File: src/rtl/alu_share_arbiter.sv
// Shares one combinational ALU between two valid/ready requesters.
// Requests are granted round-robin, executed one at a time, and answered on a per-port response channel.
module alu_share_arbiter #(
  parameter int DATA_WIDTH = 32,
  parameter int CODE_WIDTH = 4
) (
  input  logic                  clk,
  input  logic                  rst,
  input  logic [1:0]            req_valid,
  output logic [1:0]            req_ready,
  input  logic [DATA_WIDTH-1:0] req_a0,
  input  logic [DATA_WIDTH-1:0] req_a1,
  input  logic [DATA_WIDTH-1:0] req_b0,
  input  logic [DATA_WIDTH-1:0] req_b1,
  input  logic [CODE_WIDTH-1:0] req_code0,
  input  logic [CODE_WIDTH-1:0] req_code1,
  output logic [1:0]            resp_valid,
  input  logic [1:0]            resp_ready,
  output logic [DATA_WIDTH-1:0] resp_data,
  output logic                  busy
);

  localparam logic [CODE_WIDTH-1:0] ALU_ADD = CODE_WIDTH'(4'h0);
  localparam logic [CODE_WIDTH-1:0] ALU_SLL = CODE_WIDTH'(4'h1);
  localparam logic [CODE_WIDTH-1:0] ALU_SLT = CODE_WIDTH'(4'h2);
  localparam logic [CODE_WIDTH-1:0] ALU_XOR = CODE_WIDTH'(4'h4);
  localparam logic [CODE_WIDTH-1:0] ALU_SRL = CODE_WIDTH'(4'h5);
  localparam logic [CODE_WIDTH-1:0] ALU_OR  = CODE_WIDTH'(4'h6);
  localparam logic [CODE_WIDTH-1:0] ALU_AND = CODE_WIDTH'(4'h7);
  localparam logic [CODE_WIDTH-1:0] ALU_SUB = CODE_WIDTH'(4'h8);

  typedef enum logic [1:0] {
    IDLE = 2'd0,
    EXEC = 2'd1,
    RESP = 2'd2
  } state_t;

  state_t state, state_next;

  logic                  last_grant;
  logic                  owner;
  logic                  grant;
  logic                  grant_any;
  logic                  handshake;
  logic [DATA_WIDTH-1:0] op_a_p0;
  logic [DATA_WIDTH-1:0] op_b_p0;
  logic [CODE_WIDTH-1:0] op_code_p0;
  logic [DATA_WIDTH-1:0] alu_out;

  function automatic logic [DATA_WIDTH-1:0] alu_eval(
    input logic [DATA_WIDTH-1:0] a,
    input logic [DATA_WIDTH-1:0] b,
    input logic [CODE_WIDTH-1:0] code
  );
    logic [DATA_WIDTH-1:0] r;
    r = '0;
    case (code)
      ALU_ADD: r = a + b;
      ALU_SUB: r = a - b;
      ALU_SLL: r = a << b[4:0];
      ALU_SRL: r = a >> b[4:0];
      ALU_OR:  r = a | b;
      ALU_XOR: r = a ^ b;
      ALU_AND: r = a & b;
      ALU_SLT: r = {{(DATA_WIDTH-1){1'b0}}, (a < b)};
      default: r = '0;
    endcase
    return r;
  endfunction

  // Round-robin: on a tie the port that did not win last time goes first.
  always_comb begin
    grant_any = |req_valid;
    grant     = 1'b0;
    case (req_valid)
      2'b01:   grant = 1'b0;
      2'b10:   grant = 1'b1;
      2'b11:   grant = ~last_grant;
      default: grant = 1'b0;
    endcase
  end

  always_comb begin
    req_ready = 2'b00;
    if (state == IDLE && !rst && grant_any) begin
      req_ready[grant] = 1'b1;
    end
  end

  assign handshake = |(req_valid & req_ready);

  always_comb begin
    state_next = state;
    case (state)
      IDLE:    if (handshake) state_next = EXEC;
      EXEC:    state_next = RESP;
      RESP:    if (resp_ready[owner]) state_next = IDLE;
      default: state_next = IDLE;
    endcase
  end

  always_ff @(posedge clk) begin
    if (rst) begin
      state      <= IDLE;
      last_grant <= 1'b1;
      owner      <= 1'b0;
    end else begin
      state <= state_next;
      if (handshake) begin
        last_grant <= grant;
        owner      <= grant;
      end
    end
  end

  // Stage p0: operands captured at the request handshake.
  always_ff @(posedge clk) begin
    if (handshake) begin
      op_a_p0    <= grant ? req_a1    : req_a0;
      op_b_p0    <= grant ? req_b1    : req_b0;
      op_code_p0 <= grant ? req_code1 : req_code0;
    end
  end

  assign alu_out = alu_eval(op_a_p0, op_b_p0, op_code_p0);

  // Stage p1: ALU result registered in EXEC and held through RESP.
  always_ff @(posedge clk) begin
    if (rst) begin
      resp_data <= '0;
    end else if (state == EXEC) begin
      resp_data <= alu_out;
    end
  end

  always_comb begin
    resp_valid = 2'b00;
    if (state == RESP) begin
      resp_valid[owner] = 1'b1;
    end
  end

  assign busy = (state != IDLE);

endmodule

File: config.mk
export PLATFORM = sky130hd
export DESIGN_NAME = alu_share_arbiter
export DESIGN_NICKNAME = d
export VERILOG_FILES = /design/src/rtl/alu_share_arbiter.sv
export SDC_FILE = /design/constraint.sdc
export NUM_CORES = 1
export LEC_CHECK = 0
export ABC_CLOCK_PERIOD_IN_PS = 11110
export CORE_ASPECT_RATIO = 1.25
export CORE_MARGIN = 2
export CORE_UTILIZATION = 35
export DETAILED_ROUTE_END_ITERATION = 7
export GPL_ROUTABILITY_DRIVEN = 0
export PLACE_DENSITY_LB_ADDON = 0.05
export SLEW_MARGIN = 20
export SYNTH_ARGS = -nofsm -noshare
export SYNTH_HDL_FRONTEND = slang
export SYNTH_SLANG_ARGS = --single-unit
File: constraint.sdc
create_clock -name clk -period 11.11 [get_ports clk]
set_clock_uncertainty 0.2 [all_clocks]
set_input_delay 1.6665 -clock clk [delete_from_list [all_inputs] [get_ports clk]]
set_output_delay 1.6665 -clock clk [all_outputs]
set_load 0.1 [all_outputs]
# Word level (Yosys, flattened, before mapping)

Index checks and enable logic that the tools add are counted.

Output and inout bits: 37
Register bits after elaboration: 104
Input bits: 142
Word-level logic and storage cells: 61

Add/subtract/negate cells: 2
Reduce and logical (&&, ||, !) cells: 11
Multiplexer cells: 16
Bitwise logic cells: 5
Magnitude comparators: 5
Eq/ne operators: 13
Shift operators: 2

Operator list:

| operator                                                    | count |
|---|---|
| case mux 32 bit (8 select lines)                            | 1 |
| two-way mux 32 bit                                          | 2 |
| adder 32 bit                                                | 1 |
| bitwise AND 32 bit                                          | 1 |
| less-than comparator 32 bit                                 | 1 |
| bitwise OR 32 bit                                           | 1 |
| left shift 32 x 5 -> 32 bit                                 | 1 |
| >> shifter 32 x 5 -> 32 bit                                 | 1 |
| subtractor 32 bit                                           | 1 |
| XOR 32 bit                                                  | 1 |
| equality test 4 x 3 -> 1 bit (second input constant)        | 4 |
| two-way mux 2 bit                                           | 4 |
| equality test 2 bit (second input constant)                 | 3 |
| case mux 2 bit (3 select lines)                             | 1 |
| equality test 4 x 1 -> 1 bit (second input constant)        | 1 |
| equality test 4 x 2 -> 1 bit (second input constant)        | 1 |
| equality test 4 bit (second input constant)                 | 1 |
| logical AND 1 bit                                           | 4 |
| logical NOT 4 bit                                           | 1 |
| less-than comparator 1 x 2 -> 1 bit (second input constant) | 2 |
| two-way mux 1 bit                                           | 4 |
| two-way mux 4 bit                                           | 1 |
| inequality test 2 bit (second input constant)               | 2 |
| OR reduction 2 bit                                          | 2 |
| other kinds (10)                                            | 12 |

# Longest topological paths before layout

Depth in word-level cells: 11
Mapped depth: 15

# Worst setup path after synthesis

Ideal clock, no wire load.

Path kind: input-to-output
Start: input rst
End: output req_ready[1]
Setup slack: 3.470 ns
Cell stages on the path: 3
Arrival time: 5.774 ns
Buffers on the path: 1
Path through: clkbuf_1 -> nor2_1 -> and2_1

Cells in the longest elaborated chain, start to end: 4

Ends and longest elaborated chain:

| what                           | RTL line | source |
|---|---|---|
| start: declaration             | 8        | `input logic rst,` |
| logical NOT 1 bit              | 85       | `if (state == IDLE && !rst && grant_any) begin` |
| logical AND 1 bit (2 in a row) | 85       |  |
| two-way mux 2 bit              | 85       |  |
| end: declaration               | 10       | `output logic [1:0] req_ready,` |

No other way between the ends.

# Worst setup path in the final report

Start: input req_valid[1]
End: output req_ready[1]

Cells in the longest elaborated chain, start to end: 7
Elaborated cells on any way between the ends: 11

Ends and longest elaborated chain:

| what                                                                                             | RTL line | source |
|---|---|---|
| start: declaration                                                                               | 9        | `input logic [1:0] req_valid,` |
| equality test 2 bit                                                                              | 75       | `case (req_valid)` |
| case mux 1 bit (2 select lines)                                                                  | 75       |  |
| less-than comparator 1 x 2 -> 1 bit (not written as such) or >= comparator 1 bit (tied branches) | 86       | `req_ready[grant] = 1'b1;` |
| logical AND 1 bit (not written as such)                                                          | 86       |  |
| two-way mux 1 bit (not written as such)                                                          | 86       |  |
| demux 1 bit (select 1 bit)                                                                       | 86       |  |
| two-way mux 2 bit (*)                                                                            | 85       |  |

Every way passes the cells marked *; elsewhere a longest branch is shown, timed or not.

==> impl_summary.log <==
[metrics] outcome: complete, no violations
[metrics] ratio of final minimum period to clock period: 0.608
[metrics] Unique masters post-synth: 83
[metrics] insertion delay of the later-clocked pin in the worst-skew pair: just under 0.4 ns
[metrics] post-synthesis instance area: ~0.012 mm2
[metrics] via count: 12,500
[metrics] endpoints failing setup: 0
[metrics] chip width: 171 um
[metrics] required time of the critical path: 9.24 ns
[metrics] number of enable-type register cells in the synthesized netlist: 68
[metrics] Buf/Inv on CP: 3
[metrics] compound-cell area share of the yosys netlist: 0.258
[metrics] Slowest cell on crit path: sky130_fd_sc_hd__clkdlybuf4s50_1
[metrics] Cells after Synth: 1,504
[metrics] overall routed net length: 51,200 um
[metrics] Hold Path Class: flip-flop to flip-flop
[metrics] max-cap violations: 0
[metrics] main combinational cell family by area after synthesis: compound AO/OA/AOI/OAI gates
[metrics] number of inserted filler cells in the final layout: 3,573
[metrics] fraction of the mapped netlist area in simple logic gates: 0.157
[metrics] cts bufs inserted: 9
[metrics] vias per inst: 6.00
[metrics] cell repeated most along the worst path: sky130_fd_sc_hd__clkdlybuf4s50_1
[metrics] area occupied by multi-input gates: a little under 0.009 mm2
[metrics] Std-Cell Rows: 76
[metrics] register share of total power: 0.305
[metrics] arithmetic-cell share of the synthesized area counting full adders, half adders and majority gates: 0.108
[metrics] clock tree from TritonCTS: built
[metrics] largest net degree at the start of global routing: 84
[metrics] share of final-layout standard cells stronger than drive strength 1: 0.104
[metrics] area growth from synthesis to final layout: 20.4%
[metrics] count of routing violations after the opening detailed-route iteration: 1,265
[metrics] Logic pwr share: 0.460
[metrics] most numerous cell in the Yosys netlist: sky130_fd_sc_hd__nor2_1
[metrics] dominant delay contributor by cell family on the critical path: buffers and inverters
[metrics] critical path capture point type: output port
[metrics] number of H-tree branching levels: 3
[metrics] pwr dens: 108 mW/mm2
[metrics] top cells by area in the synthesized netlist: sky130_fd_sc_hd__edfxtp_1, sky130_fd_sc_hd__ha_1, sky130_fd_sc_hd__mux2_2
[metrics] cell at the root of the clock tree: sky130_fd_sc_hd__clkbuf_16
[metrics] post-synthesis xor/xnor area fraction: 0.0179
[metrics] cell taking the most area after synthesis: sky130_fd_sc_hd__edfxtp_1
[metrics] net count reported at finish: 1,857
[metrics] Synthesized Nets: 1,750
[metrics] number of top-level pins: 179
[metrics] number of pins exceeding their max-slew limit in the final report: 0
[metrics] Max Root-Sink Buffers: 2
[metrics] net switching power: 0.657 mW
[metrics] number of remaining DRC errors: 0
[metrics] number of global-route vias before repair: 11,900
[metrics] setup repair after global routing missed its margin: no
[metrics] diode insertion count for antenna repair: 0
[metrics] wire length of the first global-routing pass: 75,800 um
[metrics] sequential element share of the synthesized area: 0.226
[metrics] hold buffer count at CTS: 0
[metrics] antenna violations before repair: 0
[metrics] arrival time at the worst endpoint: 4.89 ns
[metrics] cell-internal power: 0.934 mW
[metrics] number of search-and-repair iterations in the first detailed-routing pass: 7
[metrics] Tot GR Track Use: 0.281
[metrics] footprint of the flip-flops and latches: about 0.0028 mm2
[metrics] post-synthesis sequential element count: 104
[metrics] Sink Count: 104
[metrics] leakage power: 5.72 nW
[metrics] cell breakdown of the critical path: clkdlybuf4s50_1 -> a21boi_4 -> buf_4 -> and2_1 -> clkdlybuf4s50_1
[metrics] predominant post-synthesis flop cell: sky130_fd_sc_hd__edfxtp_1
[metrics] CP max stage delay: 1.13 ns
[metrics] final period demand of the worst path: 6.75 ns
[metrics] ys async rst share: 0
[metrics] Crit Path Max Fanout: 45
[metrics] floorplan core area: about 0.034 mm2
[metrics] critical path class: primary input to output port
[metrics] worst voltage drop across the vdd grid: between 0.07 and 0.08 mV
[metrics] grt ovf: 0
[metrics] die outline height: 213 um
[metrics] most frequent cells after synthesis: sky130_fd_sc_hd__nor2_1, sky130_fd_sc_hd__a21oi_1, sky130_fd_sc_hd__nand2_1, sky130_fd_sc_hd__o21ai_0, sky130_fd_sc_hd__ha_1
[metrics] highest attainable clock frequency: 148 MHz
[metrics] Clock Power Share: 0.236
[metrics] area fraction of the dominant cell type after synthesis: 0.167
[metrics] Yosys warnings: 0
[metrics] final routed wire length divided by cell count: 24.6 um
[metrics] Worst-path clk slew: approximately 0.07 ns
[metrics] total setup buffers inserted after CTS: 0
[metrics] starting density of the core: 0.355
[metrics] Worst Max-Slew Pin Slew: 1.15 ns
[metrics] remaining antenna violation count: 0
[metrics] post-synthesis mux area share: 0.167
[metrics] synthesized area per cell: 8.12 um2
[metrics] Worst slew margin: 0.233
[metrics] startpoint kind of the worst setup timing path: primary input
[metrics] number of hold violations in the final report: 0
[metrics] DP Area: 0.0144 mm2
[metrics] post-cts repair resize count: 0
[metrics] die area: around 0.036 mm2
[metrics] switch share: 0.413
[metrics] number of buffer cells added on primary ports: 178
[metrics] final setup TNS: 0 ns
[metrics] area of all placed cells without fillers: roughly 0.015 mm2
[metrics] half-perimeter wire length after placement: 39,300 um
## metrics by stage
stage	instances	total power, mW	worst slack [ns]	hold slack (ns)	util
6_report	2084	1.59	4.36	0.263	0.427
5_1_grt	2084	1.66	4.16	0.298	0.427
4_1_cts	2084	1.59	4.21	0.267	0.427
3_5_place_dp	2068	1.21	4.26	0.256	0.417
3_3_place_gp	2068	1.21	4.28	0.261	0.417
2_1_floorplan	1504	0.957	3.47	0.238	-
## cells by family after synthesis
logic type      after synthesis
compound gates              475
mux                         157
simple gates                433
xor+xnor                     25
buf+inv                     206
flops                       104
fa+ha+maj                   104
## power by group through the flow
stage / combinational [mW] / clock, mW / sequential [mW]
after global routing: 0.781 / 0.394 / 0.488
after global placement: 0.714 / 0 / 0.492
after floorplan: 0.460 / 0 / 0.497
final: 0.731 / 0.375 / 0.485
after detailed placement: 0.714 / 0 / 0.492
after CTS: 0.719 / 0.385 / 0.484
## worst reg2reg max path, delay by kind of cell (launching register included)
kind | cells | cell delay (ns)
AOI/OAI and AO/OA | 6 | 1.77
DFF | 1 | 0.33
muxes | 1 | 0.28
and+or+nand+nor | 2 | 0.49
adders and majority gates | 1 | 0.67
buffers and inverters | 2 | 1.16
xor gates and xnor gates | 1 | 0.14
## cell type report
cell class,count,share of cell area
Inverter,101,0.0258
Clock buffer,10,0.0170
Sequential cell,104,0.188
Timing Repair Buffer,201,0.133
Clock inverter,6,0.00604
Multi-Input combinational cell,1194,0.591
Tap cell,468,0.0398
## metal layers
| layer | vias to the layer above | share of wire | wire (um) | GRT usage |
|---|---|---|---|---|
| li1 | 5766 | - | - | - |
| met1 | 5900 | 0.41 | 20800 | 0.353 |
| met2 | 658 | 0.45 | 23000 | 0.449 |
| met3 | 172 | 0.076 | 3900 | 0.0449 |
| met4 | 0 | 0.069 | 3520 | 0.176 |
| met5 | - | 0 | 0 | 0 |
## placed cells by master, fill, tap and decap left out, types with 23 or more instances in the layout
cell type / count
sky130_fd_sc_hd__nand3_1: 31
sky130_fd_sc_hd__mux2_2: 71
sky130_fd_sc_hd__buf_4: 23
sky130_fd_sc_hd__a21oi_1: 127
sky130_fd_sc_hd__mux2i_1: 56
sky130_fd_sc_hd__xnor2_1: 24
sky130_fd_sc_hd__inv_1: 97
sky130_fd_sc_hd__ha_1: 102
sky130_fd_sc_hd__a211oi_1: 26
sky130_fd_sc_hd__nor2_1: 171
sky130_fd_sc_hd__edfxtp_1: 68
sky130_fd_sc_hd__clkdlybuf4s50_1: 178
sky130_fd_sc_hd__dfxtp_1: 36
sky130_fd_sc_hd__mux4_2: 30
sky130_fd_sc_hd__nor3_1: 26
sky130_fd_sc_hd__nand2_1: 123
sky130_fd_sc_hd__o21ai_0: 105
## state kept, by name (all words and copies together) (netlist names)
name,flops
owner,1
op_code_p0,4
resp_data,32
op_b_p0,32
op_a_p0,32
state,2
last_grant,1
## path summary, 6_finish.rpt
check / cells after the start / to / from / slack [ns]
worst max-delay path: 5 / req_ready[1] / req_valid[1] / 4.36
worst min-delay path: 2 / resp_data[2]$_SDFFE_PP0N_ / resp_data[2]$_SDFFE_PP0N_ / 0.26
worst max register to register: 13 / resp_data[16]$_SDFFE_PP0N_ / op_b_p0[2]$_DFFE_PP_ / 5.94
worst min register to register: 2 / resp_data[2]$_SDFFE_PP0N_ / resp_data[2]$_SDFFE_PP0N_ / 0.26
Power figures use the tool's default switching activity.
